--- src/rtl/bcd2bin_seq.sv ---
// Sequential packed-BCD to binary converter using reverse double-dabble:
// one binary bit per clock, start/done handshake, err flags non-decimal nibbles.
module bcd2bin_seq #(
   parameter int DIGITS = 3,
   parameter int BIN_W  = 10
) (
   input  logic                  clk,
   input  logic                  reset_n,
   input  logic                  start,
   input  logic [4*DIGITS-1:0]   bcd_in,
   output logic                  ready,
   output logic                  busy,
   output logic                  done,
   output logic                  err,
   output logic [BIN_W-1:0]      bin_out
);

   localparam int BCD_W = 4 * DIGITS;
   localparam int SR_W  = BCD_W + BIN_W;
   localparam int CNT_W = $clog2(BIN_W + 1);

   typedef enum logic [1:0] {
      IDLE,
      SHIFT,
      DONE
   } state_t;

   state_t            state;
   logic [SR_W-1:0]   sr;
   logic [CNT_W-1:0]  cnt;
   logic [SR_W-1:0]   sr_shift;
   logic [SR_W-1:0]   sr_next;
   logic              in_bad;

   // NOTE: every variable driven here gets a default first, so no path leaves
   // it unassigned and no latch is inferred.
   always_comb begin
      in_bad = 1'b0;
      for (int d = 0; d < DIGITS; d++) begin
         if (bcd_in[4*d +: 4] > 4'd9) in_bad = 1'b1;
      end
   end

   // Shift right, then pull 3 out of every BCD nibble that landed at >= 8
   // (its MSB is set), which undoes the doubling of the decimal digit.
   always_comb begin
      sr_shift = sr >> 1;
      sr_next  = sr_shift;
      for (int d = 0; d < DIGITS; d++) begin
         if (sr_shift[BIN_W + 4*d + 3]) begin
            sr_next[BIN_W + 4*d +: 4] = sr_shift[BIN_W + 4*d +: 4] - 4'd3;
         end
      end
   end

   // NOTE: sequential state uses non-blocking assignments only, so every
   // register samples the pre-edge values regardless of statement order.
   always_ff @(posedge clk or negedge reset_n) begin
      if (!reset_n) begin
         state   <= IDLE;
         sr      <= '0;
         cnt     <= '0;
         ready   <= 1'b1;
         busy    <= 1'b0;
         done    <= 1'b0;
         err     <= 1'b0;
         bin_out <= '0;
      end else begin
         unique case (state)
            IDLE: begin
               if (start) begin
                  ready <= 1'b0;
                  if (in_bad) begin
                     state   <= DONE;
                     done    <= 1'b1;
                     err     <= 1'b1;
                     bin_out <= '0;
                  end else begin
                     state <= SHIFT;
                     busy  <= 1'b1;
                     sr    <= {bcd_in, {BIN_W{1'b0}}};
                     cnt   <= '0;
                  end
               end
            end

            SHIFT: begin
               sr  <= sr_next;
               cnt <= cnt + 1'b1;
               // The last shift lands straight in bin_out so DONE needs no extra cycle.
               if (cnt == CNT_W'(BIN_W - 1)) begin
                  state   <= DONE;
                  busy    <= 1'b0;
                  done    <= 1'b1;
                  err     <= 1'b0;
                  bin_out <= sr_next[BIN_W-1:0];
               end
            end

            DONE: begin
               state <= IDLE;
               done  <= 1'b0;
               ready <= 1'b1;
            end

            default: begin
               state <= IDLE;
               busy  <= 1'b0;
               done  <= 1'b0;
               ready <= 1'b1;
            end
         endcase
      end
   end

endmodule

--- config.mk ---
export PLATFORM = sky130hd
export DESIGN_NAME = bcd2bin_seq
export DESIGN_NICKNAME = d
export VERILOG_FILES = /design/src/rtl/bcd2bin_seq.sv
export SDC_FILE = /design/constraint.sdc
export NUM_CORES = 1
export LEC_CHECK = 0
export BUFFER_PORTS_ARGS = -buffer_cell sky130_fd_sc_hd__buf_2
export CAP_MARGIN = 20
export CORE_MARGIN = 2
export CORE_UTILIZATION = 59
export CTS_BUF_LIST = sky130_fd_sc_hd__clkbuf_4 sky130_fd_sc_hd__clkbuf_8
export DETAILED_ROUTE_END_ITERATION = 10
export GPL_TIMING_DRIVEN = 1
export PLACE_DENSITY = 0.94
export SYNTH_ARGS = -nofsm -noshare
export SYNTH_HDL_FRONTEND = slang
export SYNTH_SLANG_ARGS = --single-unit
--- constraint.sdc ---
create_clock -name clk -period 1.9 [get_ports clk]
set_clock_uncertainty 0.15 [all_clocks]
set_input_delay 0.285 -clock clk [delete_from_list [all_inputs] [get_ports clk]]
set_output_delay 0.285 -clock clk [all_outputs]
set_load 0.01 [all_outputs]
Word-level counts from Yosys, hierarchy flattened
Index checks and enable logic that the tools add are counted.

word-level totals
  register bits after elaboration = 42
  input bits = 15
  output and inout port bits = 14
  logic and storage cells = 61

operators by class
  add/subtract/negate cells = 3
  magnitude comparators = 3
  eq/ne operators = 7
  mux-type cells = 30
  bitwise gates (word level) = 2
  reductions and logical operators = 8

operators with widths
  operator                                              number
  2-to-1 mux 22 bit                                     2
  case mux 22 bit (2 select lines)                      1
  2-to-1 mux 10 bit                                     3
  case mux 10 bit (2 select lines)                      1
  2-to-1 mux 4 bit                                      4
  greater-than comparator 4 bit, second input constant  3
  2-to-1 mux 1 bit                                      10
  != test 2 bit, second input constant                  4
  case mux 4 bit (2 select lines)                       1
  AND reduction 4 bit                                   2
  subtractor 4 x 2 -> 4 bit, second input constant      2
  2-to-1 mux 2 bit                                      3
  case mux 1 bit (2 select lines)                       3
  AND reduction 3 bit                                   2
  adder 4 x 1 -> 4 bit, second input constant           1
  == test 4 bit, second input constant                  1
  case mux 2 bit (2 select lines)                       1
  AND reduction 2 bit                                   2
  case mux 1 bit (3 select lines)                       1
  == test 2 x 1 -> 1 bit, second input constant         1
  == test 2 bit, second input constant                  1
  logical NOT 2 bit                                     1
  inverter 1 bit                                        2
  nonzero test 2 bit                                    1

Depth between registers and ports, before layout
  depth in word-level cells = 7
  depth in mapped cells = 7

Least setup slack after synthesis
OpenSTA, ideal clock, no wires.

  path kind = reg2reg
  start = register cnt[1]
  end = register bin_out[1]
  library setup time = 0.125 ns
  data arrival time = 1.430 ns
  slack = 0.195 ns
  cell stages (with the launch flop) = 8
  path buffers = 1
  period minus slack after synthesis = 1.705 ns
  cells stage by stage = dfrtp_1 > inv_1 > ha_1 > nand4b_1 > a21oi_2 > o21ai_2 > buf_6 > mux2_4

on the way
  word-level cells in the longest chain between the ends = 3

RTL lines
  what                                  line  RTL
  from (decl)                           30    logic [CNT_W-1:0] cnt;
  from (signal assigned)                89    cnt <= cnt + 1'b1;
  == test 4 bit                         91    if (cnt == CNT_W'(BIN_W - 1)) begin
  != test 2 bit (no source line)        -
  AND reduction 4 bit (no source line)  -
  to (signal assigned)                  96    bin_out <= sr_next[BIN_W-1:0];
  to (decl)                             15    output logic [BIN_W-1:0] bin_out

No other way between the ends.
A chain may end at the register's enable or synchronous reset.

Worst setup path after layout
  start = register cnt[1]
  end = register bin_out[3]

The elaborated chain is that of the path after synthesis.

==> metrics.yaml <==
sta:
  period_needed_ns: 1.79
  slew_headroom_pct: 69.7
  fmax_mhz: 559
  maxSlewViolCount: 0
  setup_viol: 0
  period_share_pct: 94.1
  finalHoldViolCount: 0
  rsz0062_at_grt: "false"
  worstMarginPinSlew_ns: 0.454
worst_setup_path:
  slowest_stage: "dfrtp_1"
  required_ns: 1.98
  setup.worst_path.start: "cnt[1]"
  r2r_cells: 6
  end_kind: "flip-flop"
  cp-start-kind: "flip-flop"
  crit_fanout: 6
  crit_type: "flip-flop to flip-flop"
  critPathMaxStageDelay_ns: 0.42
  regToRegStartpoint: "cnt[1]"
  reg2reg_slack_ns: 0.11
  path_cells: "inv_1 > ha_1 > nand4b_1 > a21oi_4 > o21ai_4 > mux2_4"
  worstPathArrival_ns: 1.87
  critPathCapture: "bin_out[3]"
  r2r-end: "bin_out[3]"
floorplan:
  start_util_pct: 61.0
  die-area_um2: 3880
  die_w_um: 62.3
  rows: 21
  die_h_um: 62.3
  pin_count: 29
  coreArea_um2: 3280
placed_design:
  io_buffers: 28
  place_inst: 254
  dp_hpwl_um: 2850
  gp_congestion: 0.835
synth:
  ys_seq_area_share_pct: 51.3
  synth_area_um2: 2000
  syn-num-nets: 195
  ys_warn_count: 0
  synth_area_leader_cell: "dfrtp_1"
  ys_types: 38
  synth.top_cell.area_share_pct: 50.0
  synth_area_leaders: "dfrtp_1 50%, mux2_4 6.0%, a21o_1 3.8%"
  synthCells: 176
  ys_ff_latch: 41
  synth_area_per_cell_um2: 11.4
route:
  drc: 0
  antenna_left: 0
  first_pass_iters: 4
  vias: 1428
  wl_um: 3920
  drt-initial-drc-count: 69
  wl_per_cell_um: 14.8
  avgViaCountPerCell: 5.39
pwr:
  irDropWorstVdd_mv: 0.735
  power_density_nw_per_um2: 1450
  cellLeakagePower_uw: 0.00122
  power_uw: 3410
worst_hold_path:
  hp-start: "bcd_in[11]"
  hold_path.class: "input pin to flip-flop"
finish:
  drive_above_1_share_pct: 32.0
  final_cell_mix: "39 x dfrtp_1, 28 x buf_2, 15 x nand2_1, 14 x buf_4, 13 x o21ai_0"
  synthToLayoutAreaGrowth_pct: 17.8
  final_cells: 265
  diodes: 0
  final_util_pct: 71.8
  final_nets: 237
  fill_cells: 220
  final_common_cell: "dfrtp_1"
clock_tree:
  numCtsBuffers: 5
  cts.sink_count: 41
  root_buffer: "clkbuf_4"
  htreeDepth: 2
  cts_tree: "done"
  clk_pin_slew_ns: 0.12
  cts.path.max_buffers: 2
  clk_latency_ns: 0.35
job:
  maxCapViolations: 0
global_routing:
  antenna_found_initial: 0
  grt_usage_pct: 22.3
  grt_max_degree: 18
  grt_pass1_wl_um: 6730
  overflow: 0
  grt_pass1_vias: 1435
status:
  run_status: "complete, no violations"
## how the worst min path moves through the flow
stage | slack [ns] | to | cells after the start
final | 0.07 | sr[21] | 3
after global routing | 0.06 | sr[10] | 3
after CTS | 0.05 | sr[21] | 3
after detailed placement | 0.08 | sr[18] | 1
after global placement | 0.07 | sr[18] | 1
after floorplan | -0.16 | bin_out[0] | 0
## cells in the mapped netlist
library cell,number
ha_1,4
buf_6,3
nand4_1,1
dfrtp_1,40
dfstp_2,1
a41oi_1,1
nor2b_4,1
mux2_4,8
o21ai_0,13
or3_1,1
o22a_1,2
a41oi_4,1
xnor2_1,4
buf_4,3
o21ai_2,2
mux2i_1,7
a21boi_1,1
and2_1,9
a21oi_2,1
nor2_1,11
nand2_1,15
mux2_2,1
o32ai_1,1
inv_1,6
nor2b_2,1
o21ai_1,1
nor3b_1,1
o21ai_4,2
buf_2,2
o211ai_1,1
o41ai_1,1
a21oi_1,10
clkbuf_1,1
nand4b_1,1
a32o_1,1
a21o_1,10
nand3_1,3
nand2b_1,4
## where the power goes
| part | switching, uW | total, uW | internal, uW |
|---|---|---|---|
| combinational | 686 | 1330 | 643 |
| sequential | 293 | 1480 | 1190 |
| clock | 269 | 598 | 329 |
| total | 1250 | 3410 | 2160 |
## stage by stage
step | hold WS, ns | setup slack, ns | area, um^2 | setup TNS [ns]
finish | 0.0727 | 0.112 | 2360 | 0
global route | 0.0580 | 0.0364 | 2360 | 0
CTS | 0.0547 | 0.0163 | 2330 | 0
detailed placement | 0.0773 | -0.127 | 2230 | -0.666
global placement | 0.0671 | -0.0385 | 2230 | -0.0385
floorplan | -0.161 | 0.195 | 2000 | 0
## cells by family (layout without fill, tap and decap cells)
group | after synthesis | in the layout | share of synthesized area, %
fa+ha+maj | 4 | 4 | 2.50
xor+xnor | 4 | 4 | 1.75
buf+inv | 15 | 57 | 4.62
flops | 41 | 41 | 51.3
simple gates | 48 | 48 | 12.2
compound gates | 48 | 49 | 17.5
mux | 16 | 16 | 10.1
## per-layer routing
metal,track usage [%],part of all wire (%),up-vias
met1,28.0,45,690
li1,-,-,698
met3,4.71,3.2,9
met4,8.61,1.7,0
met5,0,0,-
met2,38.0,50,31
## sequential cells by signal, summed over array words and instances (netlist names)
register and count:
cnt 4, done 1, ready 1, bin_out 10
sr 21, state 2, err 1, busy 1
## worst max-delay path: cells and delay by family, from the launching register on
kind / cells / cell delay (ns)
muxes: 1 / 0.33
buffers and inverters: 1 / 0.07
adders and majority gates: 1 / 0.18
and+or+nand+nor: 1 / 0.16
DFF: 1 / 0.42
AOI/OAI and AO/OA: 2 / 0.37
## final cells by class
class | count | area (um^2) | share of cell area (%)
sequential | 41 | 1030 | 43.6
tap | 46 | 57.6 | 2.44
multi-input combinational | 121 | 906 | 38.4
clock buffer | 7 | 58.8 | 2.49
clock inverter | 1 | 30.0 | 1.27
timing repair buffer | 43 | 255 | 10.8
inverter | 6 | 22.5 | 0.955
## what timing repair did
action / in CTS / in global routing
hold endpoints to repair: 15 / 0
pin swaps: 0 / 1
resized for setup: 1 / 2
gates cloned: 0 / 1
hold buffers: 1 / 0
buffers inserted: 0 / 1
endpoints found under the setup margin: 9 / 9
(Power assumes the default switching activity.)
